**src/rtl/lab_pkg.sv**
```systemverilog
// Shared constants and helpers for the lab decoder blocks.
// onehot3 also serves the 2-to-4 decoders when its result is narrowed.
package lab_pkg;

  localparam int DEC_W = 3;
  localparam int DEC_N = 8;

  // An unknown index shifts to an all-X result, so undefined selects stay visible in simulation.
  function automatic logic [DEC_N-1:0] onehot3(input logic [DEC_W-1:0] idx);
    return DEC_N'(1) << idx;
  endfunction

endpackage

```
**src/rtl/v3x8_decoder_sync_dec_core.sv**
```systemverilog
// Combinational decode core: index and enable to a one-hot word.
// With ACTIVE_LOW the whole word is inverted (74x138 style).
module dec_core
  import lab_pkg::*;
#(
  parameter bit ACTIVE_LOW = 1'b0
) (
  input  logic             i_en,
  input  logic [DEC_W-1:0] i_idx,
  output logic [DEC_N-1:0] o_y
);

  logic [DEC_N-1:0] w_hot;

  always_comb begin
    w_hot = '0;
    if (i_en) begin
      w_hot = onehot3(i_idx);
    end
  end

  assign o_y = ACTIVE_LOW ? ~w_hot : w_hot;

endmodule

```
**src/rtl/v3x8_decoder_sync.sv**
```systemverilog
// 3-to-8 decoder with an optional registered output stage.
// Reset loads the inactive pattern and takes priority over the enable.
module v3x8_decoder_sync
  import lab_pkg::*;
#(
  parameter bit ACTIVE_LOW = 1'b0,
  parameter bit OUTPUT_REG = 1'b1
) (
  input  logic             clk,
  input  logic             rst,
  input  logic             en,
  input  logic             A,
  input  logic             B,
  input  logic             C,
  output logic [DEC_N-1:0] Y
);

  localparam logic [DEC_N-1:0] INACTIVE = ACTIVE_LOW ? {DEC_N{1'b1}} : {DEC_N{1'b0}};

  logic [DEC_W-1:0] w_idx;
  logic [DEC_N-1:0] w_dec;

  assign w_idx = {A, B, C};

  dec_core #(
    .ACTIVE_LOW (ACTIVE_LOW)
  ) u_dec_core (
    .i_en  (en),
    .i_idx (w_idx),
    .o_y   (w_dec)
  );

  generate
    if (OUTPUT_REG) begin : g_reg
      logic [DEC_N-1:0] r_y;

      always_ff @(posedge clk) begin
        if (rst) begin
          r_y <= INACTIVE;
        end else begin
          r_y <= w_dec;
        end
      end

      assign Y = r_y;
    end else begin : g_comb
      assign Y = w_dec;
    end
  endgenerate

endmodule

```
**config.mk**
```make
export PLATFORM = sky130hd
export DESIGN_NAME = v3x8_decoder_sync
export DESIGN_NICKNAME = d
export VERILOG_FILES = /design/src/rtl/lab_pkg.sv /design/src/rtl/v3x8_decoder_sync_dec_core.sv /design/src/rtl/v3x8_decoder_sync.sv
export SDC_FILE = /design/constraint.sdc
export NUM_CORES = 1
export LEC_CHECK = 0
export ABC_AREA = 1
export BUFFER_PORTS_ARGS = -buffer_cell sky130_fd_sc_hd__buf_2
export CORE_AREA = 2 2 39 41
export DETAILED_ROUTE_END_ITERATION = 10
export DIE_AREA = 0 0 41 43
export GPL_ROUTABILITY_DRIVEN = 0
export HOLD_SLACK_MARGIN = 0.15
export PLACE_DENSITY = 0.45
export SLEW_MARGIN = 25
export SYNTH_ARGS = -nofsm -noshare
export SYNTH_HDL_FRONTEND = slang
export SYNTH_SLANG_ARGS = --single-unit
```
**constraint.sdc**
```tcl
create_clock -name clk -period 0.8 [get_ports clk]
set_input_delay 0.12 -clock clk [delete_from_list [all_inputs] [get_ports clk]]
set_output_delay 0.12 -clock clk [all_outputs]
set_load 0.05 [all_outputs]
```
==> run summary, run 1 <==
### Synth
• Most used DFF post-synth: sky130_fd_sc_hd__dfxtp_1
• syn_nets: 32
• share of the synthesized area in the top cell type: 0.6667
• Post-synth EDFFs: 0
• post-synth design cell area: 240.2 um2
• most area-hungry cell type in the Yosys netlist: sky130_fd_sc_hd__dfxtp_1
• main area contributors after synthesis: sky130_fd_sc_hd__dfxtp_1, sky130_fd_sc_hd__nor2_1, sky130_fd_sc_hd__nand3_2
• number of library cell types mapped by synthesis: 6
• Synth Instances: 26
• synthesis warning total: 0
• top cell types by occurrence after synthesis: sky130_fd_sc_hd__dfxtp_1, sky130_fd_sc_hd__nor2_1, sky130_fd_sc_hd__nand2_1
• average size of a mapped cell: 9.240 um2
• portion of the post-synthesis area used by sequential elements: 0.6667
• FF+latch count, synth: 8
• proportion of register bits with asynchronous set or reset after synthesis: 0

### Place
• quantity of I/O buffers inserted on ports: 13
• number of placed cells counting well taps: 55
• HPWL reported at the end of detailed placement: 331.5 um

### Die
• standard-cell row count: 14
• Die Wd: 41 um
• Die Outline Area: 1763 um2
• effective utilization at floorplan: 0.1736
• height of the die: 43 um
• Core ar.: 1384 um2
• number of ports placed on the die boundary: 14

### GRT
• largest net degree at the start of global routing: 5
• initial antenna violation count: 0
• global-route wire length before repair: 765 um
• via count of the first global-routing pass: 210
• remaining global-route overflow: 0
• total global routing track utilization: 0.07243

### STA
• final number of setup-violating endpoints: 8
• Rel. slew slack: 0.9281
• final cycle utilization of the critical path: 1.045
• final-report hold violation count: 0
• slew of the pin with the lowest slew margin: 0.1080 ns
• Min Clock Period, post-route: 0.8358 ns
• final-layout setup total negative slack: -0.2428 ns
• hold slack: 0.1234 ns
• unrepaired setup endpoints after global routing: yes
• final worst slack: -0.03581 ns
• maximum frequency from static timing analysis: 1196 MHz
• Max Transition Viols Final: 0

### Layout
• layout cells sized above 1: 0.6667
• final cell count without fillers: 58
• max reg flops: 8
• layout overhead on the synthesized area: 78.65%
• antenna diode count: 0
• fill cell instance count of the final layout: 150
• net count reported at finish: 50

### Drt
• residual DRC count: 0
• DRT iter0 DRCs: 0
• post-detailed-route count of antenna-violating nets: 0
• total iterations of the first detailed-routing run: 1
• routed vias: 205
• Vias per Instance: 3.534
• wire length after detailed routing: 426 um
• mean routed wirelength per cell: 7.345 um

### Run status
• run status: finished, violations left
• violations in the final reports: setup timing

### Clocking
• TritonCTS sink count: 8
• CTS tree: built
• total number of H-tree levels: 1
• clock-pin slew on the worst setup and hold paths: 0.05 ns
• largest buffer count on any clock path: 2
• Root Driver: sky130_fd_sc_hd__clkbuf_4
• hold buffer count at cts: 2
• total CTS buffers: 3

### Job
• Max-Cap Viols: 0

### Critical path
• critical path type: flop to output pin
• cell count along the critical path: 1
• data arrival time of the worst path: 0.72 ns
• worst-path cell with the longest stage delay: sky130_fd_sc_hd__dfxtp_2
• critical-path cell list: buf_8
• kind of cell adding the most delay to the critical path: flip-flops
• peak per-stage delay on the critical path: 0.33 ns
• Bufs and invs on worst path: 1
• element type at the critical path end: output pin
• start point of the critical path: Y[4]
• Max FO, Critical Path: 1
• required time of the critical path: 0.68 ns
• crit path capture: Y[4]
• nature of the critical path startpoint: flop

### Power
• power after layout: 791.8 uW
• worst supply voltage drop on vdd: 671.0 uV
• total leakage power: 0.2010 nW
• Pwr Density: 1845 nW/um2

### Min path
• worst hold-check path type: input pin to flop

==> final cells by class <==
type                       count  area (um2)  share of cell area
clock buffer                   3       22.52             0.05248
inverter                       4       15.01             0.03499
multi-input combinational     14       67.56              0.1574
sequential                     8       170.2              0.3965
tap                           16       20.02             0.04665
timing repair buffer          13       133.9              0.3120
==> worst min path at each step <==
stage / startpoint / to / slack (ns) / depth (start not counted)
6_report: B / Y[3] / 0.12 / 3
5_1_grt: B / Y[7] / 0.14 / 3
4_1_cts: B / Y[1] / 0.14 / 4
3_5_place_dp: C / Y[1] / 0.40 / 3
3_3_place_gp: B / Y[3] / 0.41 / 3
2_1_floorplan: B / Y[3] / 0.26 / 2
==> cells in the final DEF, fill, tap and decap left out <==
cell                       netlist  layout
sky130_fd_sc_hd__buf_8           0       5
sky130_fd_sc_hd__nor2_1          8       8
sky130_fd_sc_hd__nand2_1         4       3
sky130_fd_sc_hd__inv_2           1       1
sky130_fd_sc_hd__dfxtp_2         0       8
sky130_fd_sc_hd__clkbuf_4        0       3
sky130_fd_sc_hd__nand3_2         2       2
sky130_fd_sc_hd__buf_6           0       3
sky130_fd_sc_hd__inv_1           3       3
sky130_fd_sc_hd__buf_2           0       5
sky130_fd_sc_hd__nand2_2         0       1
==> power breakdown <==
part           switching (mW)  internal (mW)
clock network           0.127          0.171
logic                  0.0508         0.0325
registers             0.00354          0.407
total                   0.182          0.610
==> through the flow <==
stage | util | setup WS (ns) | area [um2]
final | 0.3101 | -0.03581 | 429.2
after global routing | 0.3101 | -0.06262 | 429.2
after CTS | 0.3146 | -0.04384 | 435.4
after detailed placement | 0.2351 | 0.1399 | 325.3
after global placement | 0.2351 | 0.1389 | 325.3
after floorplan | - | 0.09267 | 240.2
==> repair_timing <==
| action | 4_1_cts | 5_1_grt |
|---|---|---|
| gates resized for setup | 26 | 4 |
| endpoints found under the hold margin | 7 | 1 |
| setup buffers | 0 | 0 |
| pin swaps | 0 | 1 |
| endpoints found under the setup margin | 8 | 14 |
==> routing by layer <==
metal  vias up  wire length, um  global-route usage
met2        10              188             0.07188
met4         0                0              0.1000
met3         0               53             0.03141
met5         -                0                   0
li1        109                -                   -
met1        86              183             0.09061
==> kinds of logic (layout without fill, tap and decap cells) <==
logic type	after synthesis	in the layout	synth area share
flops	8	8	0.6667
buf+inv	4	20	0.06248
simple gates	14	14	0.2708
(Power assumes the default switching activity.)
==> run 2: changes to the inputs <==
--- a/config.mk
+++ b/config.mk
@@ -8,10 +8,11 @@
 export ABC_AREA = 1
 export BUFFER_PORTS_ARGS = -buffer_cell sky130_fd_sc_hd__buf_2
 export CORE_AREA = 2 2 39 41
+export CTS_BUF_LIST = sky130_fd_sc_hd__clkbuf_2
 export DETAILED_ROUTE_END_ITERATION = 10
 export DIE_AREA = 0 0 41 43
 export GPL_ROUTABILITY_DRIVEN = 0
-export HOLD_SLACK_MARGIN = 0.15
+export HOLD_SLACK_MARGIN = 0.03
 export PLACE_DENSITY = 0.45
 export SLEW_MARGIN = 25
 export SYNTH_ARGS = -nofsm -noshare
==> constraint.sdc (replaced) <==
create_clock -name clk -period 1 [get_ports clk]
set_input_delay 0.15 -clock clk [delete_from_list [all_inputs] [get_ports clk]]
set_output_delay 0.15 -clock clk [all_outputs]
set_load 0.05 [all_outputs]
==> run 2 against run 1 <==
The run now ends clean. Non-clock buffer count unchanged. Worst setup slack improved by 0.098 ns. Sequential power decreased by 21%. First-iteration DRC count increased by 2. Flip-flop and latch count stayed put. Utilization fell by 6.4 points. Final area decreased by 21%. Cell count unchanged. Critical path depth stayed put. Sequential share of layout area is 7.4 points higher.
==> run summary, run 2 (synthesized netlist as in run 1, its figures left out) <==
### Drt
• met2 layer wire length in the routed design: 167 um, was 188 um
• post-detailed-route count of antenna-violating nets: 0, unchanged
• wire length the detailed router placed on met1: 187 um, was 183 um
• Vias per Instance: 3.552, was 3.534
• total iterations of the first detailed-routing run: 4, was 1
• uppermost signal routing layer after detailed routing: met3, unchanged
• wire length after detailed routing: 426 um, unchanged
• routed vias: 206, was 205
• DR WL met3: 70 um, was 53 um
• residual DRC count: 0, unchanged
• mean routed wirelength per cell: 7.345 um, unchanged
• DRT iter0 DRCs: 2, was 0

### Die
• Die Wd: 41 um, unchanged
• number of ports placed on the die boundary: 14, unchanged
• standard-cell row count: 14, unchanged
• effective utilization at floorplan: 0.1736, unchanged
• height of the die: 43 um, unchanged
• Die Outline Area: 1763 um2, unchanged
• Core ar.: 1384 um2, unchanged

### Critical path
• worst-path cell with the longest stage delay: sky130_fd_sc_hd__dfxtp_1, was sky130_fd_sc_hd__dfxtp_2
• Max FO, Critical Path: 1, unchanged
• nature of the critical path startpoint: flop, unchanged
• data arrival time of the worst path: 0.79 ns, was 0.72 ns
• critical-path cell list: buf_2, was buf_8
• peak per-stage delay on the critical path: 0.31 ns, was 0.33 ns
• kind of cell adding the most delay to the critical path: flip-flops, unchanged
• critical path type: flop to output pin, unchanged
• element type at the critical path end: output pin, unchanged
• required time of the critical path: 0.85 ns, was 0.68 ns
• Bufs and invs on worst path: 1, unchanged

### STA
• final-layout setup total negative slack: 0 ns, was -0.2428 ns
• slew of the pin with the lowest slew margin: 0.2497 ns, was 0.1080 ns
• Rel. slew slack: 0.8347, was 0.9281
• final cycle utilization of the critical path: 0.9374
• Max Transition Viols Final: 0, unchanged
• final number of setup-violating endpoints: 0, was 8
• final-report hold violation count: 0, unchanged
• final worst slack: 0.06256 ns, was -0.03581 ns
• maximum frequency from static timing analysis: 1067 MHz
• hold slack: 0.1893 ns, was 0.1234 ns
• unrepaired setup endpoints after global routing: no, was yes
• Min Clock Period, post-route: 0.9374 ns

### GRT
• largest net degree at the start of global routing: 5, unchanged
• global-route wire length before repair: 634 um, was 765 um
• initial antenna violation count: 0, unchanged
• remaining global-route overflow: 0, unchanged
• total global routing track utilization: 0.05936, was 0.07243
• via count of the first global-routing pass: 171, was 210

### Layout
• antenna diode count: 0, unchanged
• max reg flops: 8, unchanged
• commonest non-fill, non-tap cell in the layout: sky130_fd_sc_hd__buf_2
• commonest cells after routing, fill and taps aside: sky130_fd_sc_hd__buf_2, sky130_fd_sc_hd__dfxtp_1, sky130_fd_sc_hd__nor2_1, was sky130_fd_sc_hd__dfxtp_2, sky130_fd_sc_hd__nor2_1, sky130_fd_sc_hd__buf_2, sky130_fd_sc_hd__buf_8
• layout overhead on the synthesized area: 41.67%, was 78.65%
• net count reported at finish: 50, unchanged
• layout cells sized above 1: 0.4524, was 0.6667
• final cell count without fillers: 58, unchanged

### Power
• worst supply voltage drop on vdd: 518.5 uV, was 671.0 uV
• P_sw: 143.3 uW, was 181.6 uW
• Switching Share: 0.2535, was 0.2293
• total leakage power: 0.1849 nW, was 0.2010 nW
• Internal Dissipation: 422.0 uW, was 610.3 uW
• Pwr Density: 1661 nW/um2, was 1845 nW/um2
• Comb pwr share: 0.100, was 0.105
• portion of total power attributed to the clock network: 0.326, was 0.377
• sequential share of power: 0.574, was 0.518

### Min path
• critical hold path startpoint: C, was B
• destination of the worst hold path: Y[1], was Y[3]
• Worst Hold Path Cells: 3, unchanged
• worst hold-check path type: input pin to flop, unchanged

### Clocking
• CTS tree: built, unchanged
• Resized Gates After CTS: 0, was 26
• total number of H-tree levels: 1, unchanged
• hold buffer count at cts: 0, was 2
• largest buffer count on any clock path: 2, unchanged
• Post-CTS Setup Repair Bufs: 0, unchanged
• TritonCTS sink count: 8, unchanged
• total CTS buffers: 3, unchanged
• clock-pin slew on the worst setup and hold paths: 0.07 ns, was 0.05 ns
• Root Driver: sky130_fd_sc_hd__clkbuf_2, was sky130_fd_sc_hd__clkbuf_4

### Place
• HPWL reported at the end of detailed placement: 331.5 um, unchanged
• quantity of I/O buffers inserted on ports: 13, unchanged
• worst slack after detailed placement: 0.3099 ns, was 0.1399 ns
• number of placed cells counting well taps: 55, unchanged

### Run status
• run status: complete, no violations, was finished, violations left

### Job
• Max-Cap Viols: 0, unchanged

[run 2: cell types whose count changed in the layout (fill, tap and decap cells not counted)]
cell / before / now
sky130_fd_sc_hd__clkbuf_4: 3 / 0
sky130_fd_sc_hd__nand2_1: 3 / 4
sky130_fd_sc_hd__clkbuf_2: 0 / 3
sky130_fd_sc_hd__dfxtp_1: 0 / 8
sky130_fd_sc_hd__buf_8: 5 / 0
sky130_fd_sc_hd__buf_2: 5 / 13
sky130_fd_sc_hd__buf_6: 3 / 0
sky130_fd_sc_hd__dfxtp_2: 8 / 0
sky130_fd_sc_hd__nand2_2: 1 / 0
[run 2: power by group through the flow]
stage / Sequential, mW / Clock, mW / Combinational [mW]
after floorplan: 0.352 / 0 / 0.0165
after global placement: 0.332 / 0 / 0.0568
after detailed placement: 0.332 / 0 / 0.0568
after CTS: 0.325 / 0.193 / 0.0568
after global routing: 0.325 / 0.200 / 0.0624
final: 0.325 / 0.184 / 0.0564
[run 2: routing by layer]
metal  track usage  vias to the layer above
li1              -                      110
met1       0.08738                       82
met2       0.04375                       14
met3       0.03141                        0
met4       0.08000                        0
met5             0                        -
[run 2: worst max-delay path by stage]
stage | to | depth (start not counted) | slack, ns | from
floorplan | Y[0] | 0 | 0.26 | Y[0]
global route | Y[3] | 1 | 0.01 | Y[3]
finish | Y[4] | 1 | 0.06 | Y[4]
CTS | Y[3] | 1 | 0.04 | Y[3]
detailed placement | Y[3] | 1 | 0.31 | Y[3]
global placement | Y[3] | 1 | 0.31 | Y[3]
[run 2: layout make-up]
class,count,area (um2)
multi-input cells,14,65.06
well taps,16,20.02
clock buffers,3,15.01
flip-flops and latches,8,160.2
inverters,4,15.01
repair buffers,13,65.06
fillers,165,1044
[run 2: through the flow]
step	area [um2]	power [mW]	util
2_1_floorplan	240.2	0.3680	-
3_3_place_gp	325.3	0.3890	0.2351
3_5_place_dp	325.3	0.3889	0.2351
4_1_cts	340.3	0.5741	0.2459
5_1_grt	340.3	0.5872	0.2459
6_report	340.3	0.5653	0.2459
